===== src/rtl/viterbi_frame_ctrl.sv =====
// viterbi_frame_ctrl: frames payload bits into an external convolutional
// encoder, appends zero tail bits, tracks every encoder cycle through a
// fixed-latency delay line and compares decoded payload bits against what
// was sent, counting bit errors and completed frames.
module viterbi_frame_ctrl #(
  parameter int FRAME_LEN = 64,
  parameter int TAIL_LEN  = 2,
  parameter int DEC_LAT   = 32
) (
  input  logic        clk,
  input  logic        rst,
  input  logic        start_i,
  input  logic        bit_valid_i,
  input  logic        bit_i,
  output logic        bit_ready_o,
  output logic        enc_en_o,
  output logic        enc_bit_o,
  input  logic        dec_bit_i,
  output logic        dec_valid_o,
  output logic        dec_bit_o,
  output logic [15:0] err_cnt_o,
  output logic [15:0] frame_cnt_o,
  output logic        busy_o,
  output logic        done_o
);

  localparam int CW = $clog2(FRAME_LEN + 1);
  localparam logic [CW-1:0] LEN_C  = CW'(FRAME_LEN);
  localparam logic [CW-1:0] LAST_C = CW'(FRAME_LEN - 1);
  localparam logic [3:0]    TLAST_C = (TAIL_LEN == 0) ? 4'd0 : 4'(TAIL_LEN - 1);

  typedef enum logic [2:0] {
    S_IDLE,
    S_LOAD,
    S_TAIL,
    S_DRAIN,
    S_DONE
  } state_t;

  state_t              r_state;
  logic [CW-1:0]       r_in_cnt;
  logic [CW-1:0]       r_cap_cnt;
  logic [3:0]          r_tail_cnt;
  logic                r_enc_en;
  logic                r_enc_bit;
  logic                r_enc_pay;
  logic                r_dec_valid;
  logic                r_dec_bit;
  logic [15:0]         r_err;
  logic [15:0]         r_frame_cnt;
  logic                r_done;
  logic [DEC_LAT-1:0]  r_dl_en;
  logic [DEC_LAT-1:0]  r_dl_pay;
  logic [DEC_LAT-1:0]  r_dl_bit;

  logic w_ready;
  logic w_xfer;
  logic w_last_xfer;
  logic w_cap;
  logic w_mismatch;
  logic w_cap_done;

  // Handshake, delay-line tap and frame-completion decode
  always_comb begin
    w_ready     = (r_state == S_LOAD) && (r_in_cnt < LEN_C);
    w_xfer      = bit_valid_i & w_ready;
    w_last_xfer = w_xfer && (r_in_cnt == LAST_C);
    w_cap       = r_dl_en[DEC_LAT-1] & r_dl_pay[DEC_LAT-1];
    w_mismatch  = w_cap && (dec_bit_i != r_dl_bit[DEC_LAT-1]);
    // Captures run in every state, so the last payload bit may already have
    // been captured before DRAIN is reached (short latency, long tail).
    w_cap_done  = (r_cap_cnt == LEN_C) || (w_cap && (r_cap_cnt == LAST_C));
  end

  assign bit_ready_o = w_ready;
  assign enc_en_o    = r_enc_en;
  assign enc_bit_o   = r_enc_bit;
  assign dec_valid_o = r_dec_valid;
  assign dec_bit_o   = r_dec_bit;
  assign err_cnt_o   = r_err;
  assign frame_cnt_o = r_frame_cnt;
  assign busy_o      = (r_state != S_IDLE);
  assign done_o      = r_done;

  // Delay line mirroring the decoder latency for each encoder cycle
  always_ff @(posedge clk or negedge rst) begin
    if (!rst) begin
      r_dl_en  <= '0;
      r_dl_pay <= '0;
      r_dl_bit <= '0;
    end else begin
      r_dl_en[0]  <= r_enc_en;
      r_dl_pay[0] <= r_enc_pay;
      r_dl_bit[0] <= r_enc_bit;
      for (int unsigned i = 1; i < DEC_LAT; i++) begin
        r_dl_en[i]  <= r_dl_en[i-1];
        r_dl_pay[i] <= r_dl_pay[i-1];
        r_dl_bit[i] <= r_dl_bit[i-1];
      end
    end
  end

  // Frame FSM with registered encoder, capture and status outputs
  always_ff @(posedge clk or negedge rst) begin
    if (!rst) begin
      r_state     <= S_IDLE;
      r_in_cnt    <= '0;
      r_cap_cnt   <= '0;
      r_tail_cnt  <= '0;
      r_enc_en    <= 1'b0;
      r_enc_bit   <= 1'b0;
      r_enc_pay   <= 1'b0;
      r_dec_valid <= 1'b0;
      r_dec_bit   <= 1'b0;
      r_err       <= '0;
      r_frame_cnt <= '0;
      r_done      <= 1'b0;
    end else begin
      r_enc_en    <= 1'b0;
      r_enc_bit   <= 1'b0;
      r_enc_pay   <= 1'b0;
      r_dec_valid <= 1'b0;
      r_done      <= 1'b0;

      if (w_cap) begin
        r_dec_valid <= 1'b1;
        r_dec_bit   <= dec_bit_i;
        r_cap_cnt   <= r_cap_cnt + 1'b1;
        if (w_mismatch && (r_err != '1)) r_err <= r_err + 16'd1;
      end

      case (r_state)
        S_IDLE: begin
          if (start_i) begin
            r_state    <= S_LOAD;
            r_in_cnt   <= '0;
            r_cap_cnt  <= '0;
            r_tail_cnt <= '0;
            r_err      <= '0;
          end
        end
        S_LOAD: begin
          if (w_xfer) begin
            r_enc_en  <= 1'b1;
            r_enc_bit <= bit_i;
            r_enc_pay <= 1'b1;
            r_in_cnt  <= r_in_cnt + 1'b1;
            if (w_last_xfer) r_state <= (TAIL_LEN == 0) ? S_DRAIN : S_TAIL;
          end
        end
        S_TAIL: begin
          r_enc_en   <= 1'b1;
          r_tail_cnt <= r_tail_cnt + 4'd1;
          if (r_tail_cnt == TLAST_C) r_state <= S_DRAIN;
        end
        S_DRAIN: begin
          if (w_cap_done) begin
            r_state     <= S_DONE;
            r_done      <= 1'b1;
            r_frame_cnt <= r_frame_cnt + 16'd1;
          end
        end
        S_DONE: begin
          r_state <= S_IDLE;
        end
        default: r_state <= S_IDLE;
      endcase
    end
  end

endmodule


===== config.mk =====
export PLATFORM = sky130hd
export DESIGN_NAME = viterbi_frame_ctrl
export DESIGN_NICKNAME = d
export VERILOG_FILES = /design/src/rtl/viterbi_frame_ctrl.sv
export SDC_FILE = /design/constraint.sdc
export NUM_CORES = 1
export LEC_CHECK = 0
export CORE_MARGIN = 1
export CORE_UTILIZATION = 30
export CTS_CLUSTER_DIAMETER = 60
export DETAILED_ROUTE_END_ITERATION = 10
export DONT_BUFFER_PORTS = 1
export PLACE_DENSITY_LB_ADDON = 0.2
export SYNTH_ARGS = -nofsm -noshare
export SYNTH_HDL_FRONTEND = slang
export SYNTH_SLANG_ARGS = --single-unit

===== constraint.sdc =====
create_clock -name clk -period 3 [get_ports clk]
set_input_delay 0.45 -clock clk [delete_from_list [all_inputs] [get_ports clk]]
set_output_delay 0.45 -clock clk [all_outputs]
set_load 0.03 [all_outputs]

# Yosys cells after proc, flatten, opt, wreduce, memory -nomap -nowiden
# Cells that the tools add are included.
op_classes:
  addsub: 5
  n_lt_le_gt_ge: 1
  eq_ne: 14
  mux: 26
  bitwise_logic: 2
  n_reduce_logical: 14
ops:
  columns: ["cell", "count"]
  rows:
  - ["two-way mux 16 bit", 4]
  - ["two-way mux 7 bit", 5]
  - ["adder 16 x 1 -> 16 bit (second input constant)", 2]
  - ["!= test 16 bit (second input constant)", 1]
  - ["two-way mux 3 bit", 5]
  - ["adder 7 x 1 -> 7 bit (second input constant)", 2]
  - ["equality test 7 x 6 -> 1 bit (second input constant)", 2]
  - ["one-hot mux 7 bit (2 select lines)", 1]
  - ["one-hot mux 3 bit (4 select lines)", 1]
  - ["!= test 2 bit (second input constant)", 5]
  - ["one-hot mux 4 bit (2 select lines)", 1]
  - ["equality test 7 bit (second input constant)", 1]
  - ["less-than comparator 7 bit (second input constant)", 1]
  - ["two-way mux 1 bit", 7]
  - ["equality test 3 x 2 -> 1 bit (second input constant)", 2]
  - ["logical AND 1 bit", 5]
  - ["AND reduction 5 bit", 1]
  - ["adder 4 x 1 -> 4 bit (second input constant)", 1]
  - ["equality test 4 x 1 -> 1 bit (second input constant)", 1]
  - ["two-way mux 4 bit", 1]
  - ["AND reduction 2 bit", 2]
  - ["nonzero test 2 bit", 2]
  - ["equality test 3 x 1 -> 1 bit (second input constant)", 1]
  - ["logical NOT 3 bit", 1]
  - ["6 further kinds", 7]
word_totals:
  regBits: 155
  in_bits: 6
  output_inout_bits: 39
  word_cells: 77

# Longest topological paths before layout
# Gate-level depths: netlist of the first run.
depth:
  ltp_word: 7
  mapped_depth: 6

# Worst setup path after synthesis of the first run
# No wires, ideal clock.
synth_path:
  path_kind: "flip-flop to flip-flop"
  from: "register r_err[0], in the netlist err_cnt_o[0]"
  to: "register r_err[9], in the netlist err_cnt_o[9]"
  t_arrival_ps: 1861
  required_time_ps: 2866
  slack_ps: 1006
  path_stages_with_launch: 7
  n_path_buf: 1
  period_less_slack_ps: 1994
  cell_sequence: "dfrtp_1 > ha_1 > nand4_1 > nor4_1 > buf_2 > nor4_1 > mux2i_1"
synth_via:
  elab_chain_cells: 6
synth_lines:
  columns: ["item", "line_no", "source"]
  rows:
  - ["start: declaration", "49", "logic [15:0] r_err;"]
  - ["start signal: assignment", "129", "if (w_mismatch && (r_err != '1)) r_err <= r_err + 16'd1;"]
  - ["parallel branches: the longest is 2 deep, another holds adder 16 x 1 -> 16 bit", null, null]
  - ["two-way mux 16 bit (*)", "129", null]
  - ["two-way mux 16 bit (*)", "125", "if (w_cap) begin"]
  - ["two-way mux 16 bit", "134", "if (start_i) begin"]
  - ["two-way mux 16 bit (*)", "132", "case (r_state)"]
# Mark *: on every way between the ends.
# A chain may end at the register's enable or synchronous reset.

# Worst setup path in the final report of the first run
layout_path:
  from: "register r_err[1], in the netlist err_cnt_o[1]"
  to: "register r_err[10], in the netlist err_cnt_o[10]"
# Same word-level chain as after synthesis.

==> summary.md, run 1 <==
| Metric | Value |
|---|---|
| Clock latency on the worst-skew pair | `between 0.4 and 0.5 ns` |
| Final #Nets | `436` |
| Initial Util | `0.307` |
| Post-CTS Resized | `0` |
| Final setup skew | `0.00824 ns` |
| CTS H-Tree Depth | `4` |
| Hold Path Class | `primary input to asynchronous set/reset pin` |
| Critical Path Start | `err_cnt_o[1]$_DFF_PN0_` |
| Vias per cell | `4.80` |
| Worst EP required | `~3.3 ns` |
| Failing checks | `design-rule violations, negative hold slack` |
| Clock Path Buffers | `2` |
| Critical R2R Capture | `err_cnt_o[10]$_DFF_PN0_` |
| Area Overhead vs Synth | `15.5%` |
| Primary FF master, synth | `dfrtp_1` |
| Drt total wl | `between 9000 and 10000 um` |
| Number of CTS-inserted buffers | `17` |
| Unique cell type count in the Yosys netlist | `44` |
| Post-route ant nets | `0` |
| Async SR Flop Fraction | `1.00` |
| PwrDens | `844 nW/um^2` |
| Min cycle time layout | `2.12 ns` |
| Worst hold margin | `-0.267 ns` |
| Mapped cell area | `between 5000 and 6000 um^2` |
| Total track usage | `0.114` |
| Post-synth EDFFs | `0` |
| # diodes | `0` |
| Total of warnings raised by yosys | `0` |
| Pins Over Slew Limit | `0` |
| Setup crit end | `err_cnt_o[10]$_DFF_PN0_` |
| Cell count after synthesis | `410` |
| Root Driver | `clkbuf_16` |
| Crit path DAT | `about 2.4 ns` |
| RSZ-0062 raised after global routing | `no` |
| Flops & latches, synth | `155` |
| Iter 0 DRT Violations | `roughly 170` |
| CP Capture Type | `flip-flop` |
| Rel. slew slack | `0.410` |
| GPL Wtd Cong | `0.864` |
| Vias | `3184` |
| Die Y | `138 um` |
| Remaining Overflow, GRT | `0` |
| DP Wirelength | `just under 6000 um` |
| Startpoint Class | `flip-flop` |
| DR WL/cell | `14.9 um` |
| Drc violations | `12` |
| Top Ports | `45` |
| Initial antenna violation count | `0` |
| Setup violators final | `0` |
| Most common cell in the netlist | `dfrtp_1` |
| CP Class | `flip-flop to flip-flop` |
| Top cells by area, synth | `dfrtp_1 70%, xor2_1 2.7%, nand2_1 2.4%` |
| Hold Vio Cnt, Final | `approximately 160` |
| Vias in the first global route | `3211` |
| Commonest cells in the netlist | `155 x dfrtp_1, 35 x nand2_1, 25 x nand3_1` |
| Layout cells sized above 1 | `0.122` |
| Reg-to-reg startpoint | `err_cnt_o[1]$_DFF_PN0_` |
| First-pass GRT wire length | `16900 um` |
| Maximum clock rate | `471 MHz` |
| Die area | `19100 um^2` |
| Critical Path Fanout Max | `6` |
| Status | `finished with violations` |
| Fillers | `1736` |
| Max Cap Viol | `0` |
| Post-CTS Repair Setup Buffers | `0` |
| Worst slew pin tran | `0.878 ns` |
| DR pass1 iterations | `7` |
| Clock slew at the register clock pins of the worst setup and hold paths | `0.06 ns` |
| Reg2Reg Depth | `5` |
| Register area share after synthesis | `0.698` |
| Clock sink count | `155` |
| # port buffers | `0` |
| VDD IR max | `423 uV` |
| Die X | `around 140 um` |
| Tcrit/Tclk final | `0.707` |
| LEAKAGE | `between 2 and 3 nW` |
| Biggest area consumer among synthesized cells | `dfrtp_1` |
| Core Region | `between 15000 and 20000 um^2` |
| Synth top area share | `0.698` |
| Avg Inst Size Synth | `13.6 um^2` |
| Number of cell rows | `49` |
| Setup TNS | `0 ns` |
| Pin count of the biggest net entering global routing | `156` |
| R2R Setup Slk | `between 0.8 and 0.9 ns` |
| CTS tree | `built` |
| Mapped Nets | `423` |
## state kept, by name (all words and copies together), names as in the netlist
signal	cells
dec_bit_o	1
dec_valid_o	1
done_o	1
enc_bit_o	1
enc_en_o	1
err_cnt_o	16
frame_cnt_o	16
r_cap_cnt	7
r_dl_bit	32
r_dl_en	32
r_dl_pay	32
r_enc_pay	1
r_in_cnt	7
r_state	3
r_tail_cnt	4
## worst min path at each step
| stage | end | cells past startpoint | start |
|---|---|---|---|
| after global routing | err_cnt_o[5]$_DFF_PN0_ | 0 | rst |
| after detailed placement | err_cnt_o[10]$_DFF_PN0_ | 0 | rst |
| after global placement | dec_bit_o$_DFFE_PN0P_ | 0 | rst |
| after floorplan | dec_bit_o$_DFFE_PN0P_ | 0 | rst |
| after CTS | err_cnt_o[10]$_DFF_PN0_ | 0 | rst |
| final | dec_bit_o$_DFFE_PN0P_ | 0 | rst |
## per-stage QoR
step	power, mW	setup WS (ns)	instance area [um^2]	cells	util
after floorplan	3.14	1.01	5560	410	-
after global placement	3.31	0.996	5830	633	0.323
after detailed placement	3.32	0.914	5830	633	0.323
after CTS	5.51	0.899	6420	664	0.355
after global routing	5.71	0.636	6420	664	0.355
final	5.42	0.878	6420	664	0.355
## final cells by class
cell class,instances,area (um^2),share of cell area
clock inverter,14,161,0.0251
multi-input combinational,232,1590,0.248
clock buffer,17,425,0.0663
timing repair buffer,4,30.0,0.00468
tap,229,287,0.0446
inverter,13,48.8,0.00760
sequential,155,3880,0.604
## layout by cell type (no fill, tap or decap), types with 9 or more instances in the layout
cell,n
dfrtp_1,155
nand2_1,35
nand3_1,25
nor2_1,19
xor2_1,17
clkbuf_16,17
a21oi_1,16
inv_1,12
nand4_1,11
o21ai_0,10
xnor2_1,9
and3_1,9
## critical path: stages (launching register included)
cell and delay (ns):
dfrtp_1 0.60, ha_1 0.31, nand4_1 0.20, nor4_1 0.48
a31oi_1 0.15, a211oi_1 0.27
## power by group
| part | internal, mW | total [mW] | switching, mW |
|---|---|---|---|
| logic | 0.168 | 0.457 | 0.290 |
| registers | 2.54 | 2.83 | 0.291 |
| clock network | 1.24 | 2.13 | 0.890 |
| total | 3.95 | 5.42 | 1.47 |
## kinds of logic (layout without fill, tap and decap cells)
logic type      after synthesis  in the layout  synth area share
flops                       155            155             0.698
simple gates                140            140             0.139
compound gates               52             52            0.0756
xor+xnor                     26             26            0.0410
buf+inv                      23             48            0.0178
fa+ha+maj                     7              7            0.0158
mux                           7              7            0.0131
## routing by layer
| layer | up-vias | wire, um | GRT usage |
|---|---|---|---|
| li1 | 1480 | - | - |
| met1 | 1594 | 4730 | 0.149 |
| met2 | 90 | 4370 | 0.165 |
| met3 | 20 | 617 | 0.0454 |
| met4 | 0 | 201 | 0.0509 |
| met5 | - | 0 | 0 |
Power figures use the tool's default switching activity.
==> inputs of run 2 (changes only) <==
clock period = 1.8 ns   (was 3 ns; I/O delays follow)
==> summary.md, run 2 (same netlist as run 1, synthesis figures left out) <==
| Metric | Value |
|---|---|
| Critical Path Fanout Max | `9` |
| VDD IR max | `898 uV` |
| Clock slew at the register clock pins of the worst setup and hold paths | `0.06 ns` |
| DR WL/cell | `between 10 and 15 um` |
| Worst slew pin tran | `0.447 ns` |
| Crit path DAT | `2.08 ns` |
| Most common cell after layout, fill and taps aside | `dfrtp_1` |
| Initial antenna violation count | `0` |
| GPL Wtd Cong | `0.815` |
| Die area | `between 15000 and 20000 um^2` |
| Status | `finished with violations` |
| DP Wirelength | `roughly 6500 um` |
| Layout cells sized above 1 | `0.251` |
| Min cycle time layout | `1.79 ns` |
| Sequential share of power | `0.488` |
| Sw frac | `0.257` |
| Pins Over Slew Limit | `0` |
| First-pass GRT wire length | `17900 um` |
| Reg-to-reg startpoint | `r_cap_cnt[1]$_DFF_PN0_` |
| Final std cells w/o fill | `between 700 and 800` |
| Met3 GRT Util | `0.0405` |
| Number of CTS-inserted buffers | `17` |
| Setup violators final | `0` |
| Die Y | `138 um` |
| CTS tree | `built` |
| CTS H-Tree Depth | `4` |
| Max Cap Viol | `0` |
| Number of cell rows | `49` |
| Critical Path Start | `r_cap_cnt[1]$_DFF_PN0_` |
| Hold Path Class | `primary input to asynchronous set/reset pin` |
| Drt total wl | `roughly 11000 um` |
| CP Capture Type | `flip-flop` |
| Worst EP required | `2.09 ns` |
| Area Overhead vs Synth | `26.4%` |
| Top Ports | `45` |
| Internal power | `approximately 7 mW` |
| Hold Vio Cnt, Final | `155` |
| Rel. slew slack | `0.699` |
| Initial Util | `0.307` |
| RSZ-0062 raised after global routing | `yes` |
| Tcrit/Tclk final | `0.994` |
| Global routing's busiest layer | `met2` |
| Clock Path Buffers | `2` |
| Clock latency on the worst-skew pair | `0.41 ns` |
| # port buffers | `0` |
| DP Cell Count | `684` |
| Commonest cells after routing, fill and taps aside | `153 x dfrtp_1, 56 x buf_4, 33 x nand2_1` |
| Pin count of the biggest net entering global routing | `156` |
| Total track usage | `0.119` |
| Vias in the first global route | `about 3400` |
| Final setup skew | `0.00660 ns` |
| Sw Pwr | `2.42 mW` |
| Worst-path cell with the longest stage delay | `or3_4` |
| M1 GR Usage | `0.167` |
| Final #Nets | `496` |
| Root Driver | `clkbuf_16` |
| Drc violations | `12` |
| PwrDens | `1340 nW/um^2` |
| Remaining Overflow, GRT | `0` |
| Crit-path cells | `ha_2 > nand4_2 > or3_4 > a21oi_2 > mux2_2` |
| Vias | `3414` |
| Core Region | `approximately 18000 um^2` |
| Slowest cell delay on critical path | `between 0.4 and 0.5 ns` |
| Registers with the most flip-flops | `r_dl_bit x32, r_dl_en x32, r_dl_pay x32` |
| DR pass1 iterations | `8` |
| CP Class | `flip-flop to flip-flop` |
| Failing checks | `design-rule violations, negative hold slack` |
| Startpoint Class | `flip-flop` |
| Post-route ant nets | `0` |
| Maximum clock rate | `559 MHz` |
| # diodes | `0` |
| Iter 0 DRT Violations | `186` |
| Die X | `138 um` |
| Clock share of power | `0.384` |
| LEAKAGE | `3.30 nW` |
| Setup TNS | `0 ns` |
| M2 GR Usage | `0.173` |
| Combinational share of power | `0.128` |
| Vias per cell | `4.72` |
| Worst hold margin | `-0.439 ns` |
| Clock sink count | `155` |
-- run 2: cell types whose count changed in the layout (fill, tap and decap cells not counted), sizes merged --
cell	before	now
clkbuf	17	22
buf	4	62
inv	19	13
clkinv	5	2
dlygate4sd3	0	2
bufinv	2	3
clkinvlp	1	4
-- run 2: worst paths after layout --
kind	to	depth (start not counted)	slack (ns)
setup / recovery	frame_cnt_o[1]$_DFFE_PN0P_	5	0.01
hold / removal	r_dl_bit[25]$_DFF_PN0_	0	-0.44
setup reg to reg	frame_cnt_o[1]$_DFFE_PN0P_	5	0.01
hold reg to reg	r_dl_pay[29]$_DFF_PN0_	0	0.35
max in group asynchronous	r_dl_en[12]$_DFF_PN0_	0	2.03
min in group clk	enc_bit_o$_DFF_PN0_	1	0.03
-- run 2: final cells by class --
type / count / area [um^2]
fillers: 1700 / 11100
multi-input cells: 232 / 1670
flip-flops and latches: 155 / 3880
clock inverters: 9 / 139
clock buffers: 22 / 464
well taps: 229 / 287
repair buffers: 64 / 534
inverters: 13 / 52.6
-- run 2: power groups by stage --
stage | clock network (mW) | logic, mW | registers [mW]
3_3_place_gp | 0 | 1.07 | 4.64
6_report | 3.62 | 1.21 | 4.61
2_1_floorplan | 0 | 0.657 | 4.60
4_1_cts | 3.74 | 1.14 | 4.62
5_1_grt | 3.90 | 1.33 | 4.69
3_5_place_dp | 0 | 1.08 | 4.66
-- run 2: what timing repair did --
action / 4_1_cts / 5_1_grt
gates resized for setup: 6 / 11
buffers inserted: 1 / 7
gates cloned: 0 / 0
hold buffers: 1 / 1
pin swaps: 3 / 4
endpoints found under the setup margin: 4 / 18
hold endpoints to repair: 156 / 156
-- run 2: critical path: cells and delay by family (launching register included) --
| family | cells | cell delay (ns) |
|---|---|---|
| and+or+nand+nor | 2 | 0.55 |
| DFF | 1 | 0.36 |
| muxes | 1 | 0.35 |
| AOI/OAI and AO/OA | 1 | 0.21 |
| adders and majority gates | 1 | 0.20 |
-- run 2: per-stage QoR --
step           utilization  worst slack [ns]  total power [mW]  area [um^2]  hold slack, ns
2_1_floorplan            -          0.000789              5.26         5580         -0.0256
3_3_place_gp         0.346            0.0234              5.71         6260         -0.0158
3_5_place_dp         0.346           -0.0337              5.74         6260         -0.0166
4_1_cts              0.382           -0.0224              9.50         6920          -0.464
5_1_grt              0.389           -0.0609              9.92         7030          -0.471
6_report             0.389            0.0106              9.44         7030          -0.439
-- run 2: layer usage --
| layer | share of wire | vias to the layer above |
|---|---|---|
| li1 | - | 1599 |
| met5 | 0 | - |
| met2 | 0.45 | 81 |
| met3 | 0.050 | 6 |
| met1 | 0.50 | 1728 |
| met4 | 0.0064 | 0 |
